--- config.mk ---
export PLATFORM = sky130hd
export DESIGN_NAME = exe_branch_resolve
export DESIGN_NICKNAME = d
export VERILOG_FILES = /design/src/rtl/exe_branch_resolve_pkg.sv /design/src/rtl/branch_stat_counter.sv /design/src/rtl/exe_branch_resolve.sv
export SDC_FILE = /design/constraint.sdc
export NUM_CORES = 1
export LEC_CHECK = 0
export ABC_AREA = 1
export BUFFER_PORTS_ARGS = -buffer_cell sky130_fd_sc_hd__buf_2
export CORE_MARGIN = 2
export CORE_UTILIZATION = 44
export CTS_BUF_LIST = sky130_fd_sc_hd__clkbuf_2 sky130_fd_sc_hd__clkbuf_4 sky130_fd_sc_hd__clkbuf_8
export DETAILED_ROUTE_END_ITERATION = 6
export GPL_TIMING_DRIVEN = 0
export PLACE_DENSITY = 0.79
export SETUP_SLACK_MARGIN = 0.1
export SLEW_MARGIN = 20
export SYNTH_ARGS = -nofsm -noshare
export SYNTH_HDL_FRONTEND = slang
export SYNTH_SLANG_ARGS = --single-unit
--- constraint.sdc ---
create_clock -name clk -period 1.8 [get_ports clk]
set_input_delay 0.36 -clock clk [delete_from_list [all_inputs] [get_ports clk]]
set_output_delay 0.36 -clock clk [all_outputs]
set_load 0.05 [all_outputs]
--- src/rtl/exe_branch_resolve_pkg.sv ---
// Shared types and defaults for the EXE branch-resolve block.
// Holds the redirect FSM state encoding and the target-alignment helper.
package exe_branch_resolve_pkg;

    localparam int unsigned ADDR_W_DEF = 40;
    localparam int unsigned TAG_W_DEF  = 4;
    localparam int unsigned CNT_W_DEF  = 32;

    typedef enum logic {
        BR_RES_IDLE = 1'b0,
        BR_RES_REQ  = 1'b1
    } br_res_state_e;

    // Instruction fetch is word granular; low two target bits must be zero.
    function automatic logic word_aligned(input logic [1:0] lsb);
        return (lsb == 2'b00);
    endfunction

endpackage

--- src/rtl/branch_stat_counter.sv ---
// Saturating event counter used for branch statistics.
module branch_stat_counter #(
    parameter int unsigned CNT_W = 32
) (
    input  logic             clk,
    input  logic             rst,
    input  logic             inc,
    output logic [CNT_W-1:0] count
);

    always_ff @(posedge clk or posedge rst) begin
        if (rst) begin
            count <= '0;
        end else if (inc && (count != {CNT_W{1'b1}})) begin
            count <= count + CNT_W'(1);
        end
    end

endmodule

--- src/rtl/exe_branch_resolve.sv ---
// Compares resolved branch next-PC against the fetch prediction and issues a
// held redirect request to fetch. Optional statistics under BRANCH_STATS_EN.
module exe_branch_resolve
    import exe_branch_resolve_pkg::*;
#(
    parameter int unsigned ADDR_W = ADDR_W_DEF,
    parameter int unsigned TAG_W  = TAG_W_DEF,
    parameter int unsigned CNT_W  = CNT_W_DEF
) (
    input  logic              clk,
    input  logic              rst,
    input  logic              br_valid,
    input  logic [ADDR_W-1:0] br_result,
    input  logic [ADDR_W-1:0] br_pred_pc,
    input  logic [TAG_W-1:0]  br_tag,
    input  logic              flush_ext,
    input  logic              redirect_ready,
    output logic              redirect_valid,
    output logic [ADDR_W-1:0] redirect_pc,
    output logic [TAG_W-1:0]  redirect_tag,
    output logic              kill_younger,
    output logic              br_misalign,
    output logic [CNT_W-1:0]  stat_branches,
    output logic [CNT_W-1:0]  stat_mispred
);

    br_res_state_e     state;
    br_res_state_e     state_nxt;
    logic [ADDR_W-1:0] pc_nxt;
    logic [TAG_W-1:0]  tag_nxt;
    logic              misalign_nxt;
    logic              mispred_c;

    assign mispred_c = br_valid && (br_result != br_pred_pc);

    // Next-state and capture logic; flush overrides everything.
    always_comb begin
        state_nxt    = state;
        pc_nxt       = redirect_pc;
        tag_nxt      = redirect_tag;
        misalign_nxt = 1'b0;
        if (flush_ext) begin
            state_nxt = BR_RES_IDLE;
        end else begin
            case (state)
                BR_RES_IDLE: begin
                    if (mispred_c) begin
                        tag_nxt = br_tag;
                        if (word_aligned(br_result[1:0])) begin
                            state_nxt = BR_RES_REQ;
                            pc_nxt    = br_result;
                        end else begin
                            misalign_nxt = 1'b1;
                        end
                    end
                end
                BR_RES_REQ: begin
                    if (redirect_ready) begin
                        state_nxt = BR_RES_IDLE;
                    end
                end
                default: state_nxt = BR_RES_IDLE;
            endcase
        end
    end

    always_ff @(posedge clk or posedge rst) begin
        if (rst) begin
            state          <= BR_RES_IDLE;
            redirect_valid <= 1'b0;
            kill_younger   <= 1'b0;
            br_misalign    <= 1'b0;
            redirect_pc    <= '0;
            redirect_tag   <= '0;
        end else begin
            state          <= state_nxt;
            redirect_valid <= (state_nxt == BR_RES_REQ);
            kill_younger   <= (state_nxt == BR_RES_REQ);
            br_misalign    <= misalign_nxt;
            redirect_pc    <= pc_nxt;
            redirect_tag   <= tag_nxt;
        end
    end

`ifdef BRANCH_STATS_EN
    logic br_cnt_inc;
    logic mp_cnt_inc;

    // Branches arriving while a redirect is pending are squashed, not counted.
    assign br_cnt_inc = br_valid  && !flush_ext && (state == BR_RES_IDLE);
    assign mp_cnt_inc = mispred_c && !flush_ext && (state == BR_RES_IDLE);

    branch_stat_counter #(.CNT_W(CNT_W)) u_cnt_branches (
        .clk   (clk),
        .rst   (rst),
        .inc   (br_cnt_inc),
        .count (stat_branches)
    );

    branch_stat_counter #(.CNT_W(CNT_W)) u_cnt_mispred (
        .clk   (clk),
        .rst   (rst),
        .inc   (mp_cnt_inc),
        .count (stat_mispred)
    );
`else
    assign stat_branches = '0;
    assign stat_mispred  = '0;
`endif

endmodule
* Word-level counts from Yosys, hierarchy flattened *
Index checks and enable logic that the tools add are counted.

storage, ports and cells
  register bits after elaboration = 46
  input bits = 89
  output and inout bits = 111
  word-level logic and storage cells = 20

cells by class
  equality and inequality tests = 1
  muxes and demuxes = 9
  bitwise operators = 2
  reduce and logical (&&, ||, !) cells = 4

operators by type and width
  operator             number
  $ne A40 B40 Y1       1
  $mux W1              8
  $reduce_and A4 Y1    1
  $reduce_and A3 Y1    1
  $logic_not A2 Y1     1
  $not A1 Y1           2
  $pmux W1 S2          1
  $logic_and A1 B1 Y1  1

* Depth between registers and ports, before layout *
  depth after elaboration = 5
  mapped depth = 13
  depth with buffers taken out = 12

* Worst setup path after synthesis *
OpenSTA, ideal clock, no wires.

  path kind = register to register
  start point = reg state
  end point = reg redirect_pc[10]
  setup time = 0.119 ns
  arrival time = 1.468 ns
  data required time = 1.681 ns
  path slack = 0.213 ns
  cell stages (with the launch flop) = 6
  buffers on the path = 1
  period minus slack after synthesis = 1.587 ns
  cell sequence = dfrtp_1 > nor3b_2 > nand3_2 > buf_6 > nand2_1 > nand2_1

on the way
  word-level cells in the longest chain between the ends = 2

RTL lines
  item                         line                      source
  start: declaration           exe_branch_resolve.sv:27  br_res_state_e state;
  start signal: assignment     exe_branch_resolve.sv:76  state <= state_nxt;
  $not A1 Y1                   --
  $reduce_and A4 Y1 (no line)  --
  end signal: assignment       exe_branch_resolve.sv:80  redirect_pc <= pc_nxt;
  end: declaration             exe_branch_resolve.sv:19  output logic [ADDR_W-1:0] redirect_pc,

Every way passes these cells.
A chain may end at the register's enable or synchronous reset.

* Worst setup path in the final report *
  start point = reg state
  end point = reg redirect_pc[12]

The elaborated chain is that of the path after synthesis.

==> impl_metrics.env <==
export IMPL_finalHoldViolations=0
export IMPL_grt_pass1_vias=2682
export IMPL_synthMuxAreaShare_pct=0
export IMPL_synth_compound_area_share_pct=1.07
export IMPL_hp_class="input port to async pin"
export IMPL_p_leak_nw=2.64
export IMPL_fmax_ghz=0.641
export IMPL_cp_required_ns=1.99
export IMPL_r2r_setup_slack_ns=0.24
export IMPL_holdWs_ns=0.0788
export IMPL_htreeDepth=2
export IMPL_synthCells=408
export IMPL_start_kind="flop"
export IMPL_fin_total_pwr_mw=3.82
export IMPL_drt_iter0_markers=126
export IMPL_cts_buffer_depth=2
export IMPL_period_share_pct=86.6
export IMPL_worst_pin_slew_ns=0.517
export IMPL_grt_usage_pct=21.3
export IMPL_wl_per_cell_um=11.8
export IMPL_ios=200
export IMPL_slowest_stage="dfrtp_1"
export IMPL_initial_core_util_pct=45.0
export IMPL_ir_worst_vdd_v=0.000508
export IMPL_worstPathMaxFanout=10
export IMPL_tns_ns=0
export IMPL_antenna_found_initial=0
export IMPL_port_buffers=135
export IMPL_crit_path_end_kind="flop"
export IMPL_rsz0062_at_grt="yes"
export IMPL_ant_nets=0
export IMPL_tritoncts="yes"
export IMPL_post_route_drc_count=0
export IMPL_coreArea_mm2=0.00672
export IMPL_finClkSkew_ns=0.00888
export IMPL_post_cts_setup_buffers=0
export IMPL_synth_warnings=0
export IMPL_synth_fa_ha_area_share_pct=0
export IMPL_crit_arrival_ns=1.74
export IMPL_period_minus_slack_ns=1.56
export IMPL_hold_buffers=0
export IMPL_maxCapViolCount=0
export IMPL_die_w_um=86.9
export IMPL_cts_root_buf="clkbuf_8"
export IMPL_gp_congestion=0.821
export IMPL_powerDensity_mw_per_mm2=911
export IMPL_hpwl_mm=6.75
export IMPL_dp_slack_ns=-0.128
export IMPL_synth_distinct_cells=19
export IMPL_row_count=30
export IMPL_ys_seq_area_share_pct=38.0
export IMPL_die_area_mm2=0.00756
export IMPL_drive_above_1_share_pct=36.9
export IMPL_viasPerCell=4.40
export IMPL_num_fill_cells=649
export IMPL_die_h_um=86.9
export IMPL_cts_resized=1
export IMPL_synth_simple_area_share_pct=30.9
export IMPL_cts_clk_slew_worst_paths_ns=0.09
export IMPL_clk_latency_ns=0.30
export IMPL_final_common_cell="nand2_1"
export IMPL_status="completed"
export IMPL_synth_top_family_by_area="simple AND/OR/NAND/NOR gates"
export IMPL_grt_max_degree=25
export IMPL_diodes=0
export IMPL_grt_overflow_total=0
export IMPL_cts_made_buffers=5
export IMPL_drt_wl_total_mm=8.18
export IMPL_layout_common_cells="155 x nand2_1, 140 x buf_2, 65 x buf_4, 64 x conb_1, 46 x dfrtp_1"
export IMPL_relSlewSlack_pct=65.5
export IMPL_syn_area_mm2=0.00303
export IMPL_rr_endpoint="redirect_pc[12]"
export IMPL_crit_chain="nor3b_4 -> nand3_2 -> buf_6 -> nand2_1 -> nand2_1"
export IMPL_synth_ff_latch_count=46
export IMPL_setup_viol_count_final=0
export IMPL_worst_r2r_path_depth=5
export IMPL_path_common_cell="nand2_1"
export IMPL_synth_xor_area_share_pct=6.08
export IMPL_crit_type="flop to flop"
export IMPL_syn_to_final_growth_pct=38.5
export IMPL_grt_first_pass_wirelength_mm=12.4
export IMPL_syn_area_per_cell_um2=7.42
export IMPL_crit_path_end="redirect_pc[12]"
export IMPL_finalMaxSlewViolations=0
export IMPL_cpPeakStageDelay_ns=0.44
export IMPL_r2r_start="state"
export IMPL_fin_ws_ns=0.241
export IMPL_nets=703
export IMPL_cts_sinks=46
export IMPL_dr_total_vias=3056
export IMPL_dr_pass1_iters=4
export IMPL_crit_start="state"
==> sequential cells by signal, indices dropped and copies added, names as in the netlist <==
register      count
redirect_pc      40
state             1
redirect_tag      4
br_misalign       1
==> worst min path at each step <==
stage	start	to	slack, ns	cells past startpoint
2_1_floorplan	redirect_ready	state	0.45	1
3_3_place_gp	redirect_pc[3]	redirect_pc[3]	0.45	2
3_5_place_dp	rst	redirect_tag[0]	0.42	2
4_1_cts	rst	redirect_tag[0]	0.09	2
5_1_grt	rst	redirect_tag[0]	0.10	2
6_report	rst	redirect_tag[0]	0.08	2
==> area by class of cell <==
type / instances / area (um^2) / share of cell area [%]
timing repair buffer: 136 / 696 / 16.6
clock inverter: 3 / 45.0 / 1.07
tap: 80 / 100 / 2.39
inverter: 36 / 135 / 3.22
buffer: 81 / 589 / 14.1
multi-input combinational: 308 / 1410 / 33.6
clock buffer: 5 / 68.8 / 1.64
sequential: 46 / 1150 / 27.5
==> cells in the mapped netlist, drive strengths merged <==
master | instances | area share [%]
xnor2 | 20 | 5.8
o21ai | 4 | 0.66
nor2 | 17 | 2.1
buf | 78 | 19
nor3b | 1 | 0.41
conb | 1 | 0.12
xor2 | 1 | 0.29
nand2 | 155 | 19
dfrtp | 46 | 38
nand4 | 38 | 7.9
o22ai | 2 | 0.41
nand3 | 6 | 1.3
clkbuf | 3 | 0.37
inv | 36 | 4.5
==> kinds of logic (layout without fill, tap and decap cells) <==
logic type	Yosys count	count (layout)
flops	46	46
simple gates	217	217
xor+xnor	21	21
buf+inv	117	261
compound gates	6	6
other cells	1	64
==> per-stage QoR <==
step	instances	util, %	cell area [um^2]
floorplan	471	-	3260
global placement	686	60.1	4040
detailed placement	687	60.4	4060
CTS	695	62.2	4180
global route	695	62.4	4190
finish	695	62.4	4190
==> where the power goes <==
group / switching, mW / internal [mW] / total (mW)
sequential: 0.0890 / 1.21 / 1.30
clock: 0.365 / 0.413 / 0.778
combinational: 1.31 / 0.435 / 1.74
==> layer usage <==
| layer | share of wire (%) | track usage, % |
|---|---|---|
| met1 | 40 | 26.0 |
| met3 | 7.4 | 3.60 |
| met2 | 52 | 39.1 |
| met5 | 0 | 0 |
| met4 | 0.42 | 4.26 |
==> worst max-delay path, delay by kind of cell, from the launching register on <==
kind | cells | cell delay, ns
buffers and inverters | 1 | 0.21
DFF | 1 | 0.44
and+or+nand+nor | 4 | 0.78
No activity file was read; power rests on OpenSTA's default activity.
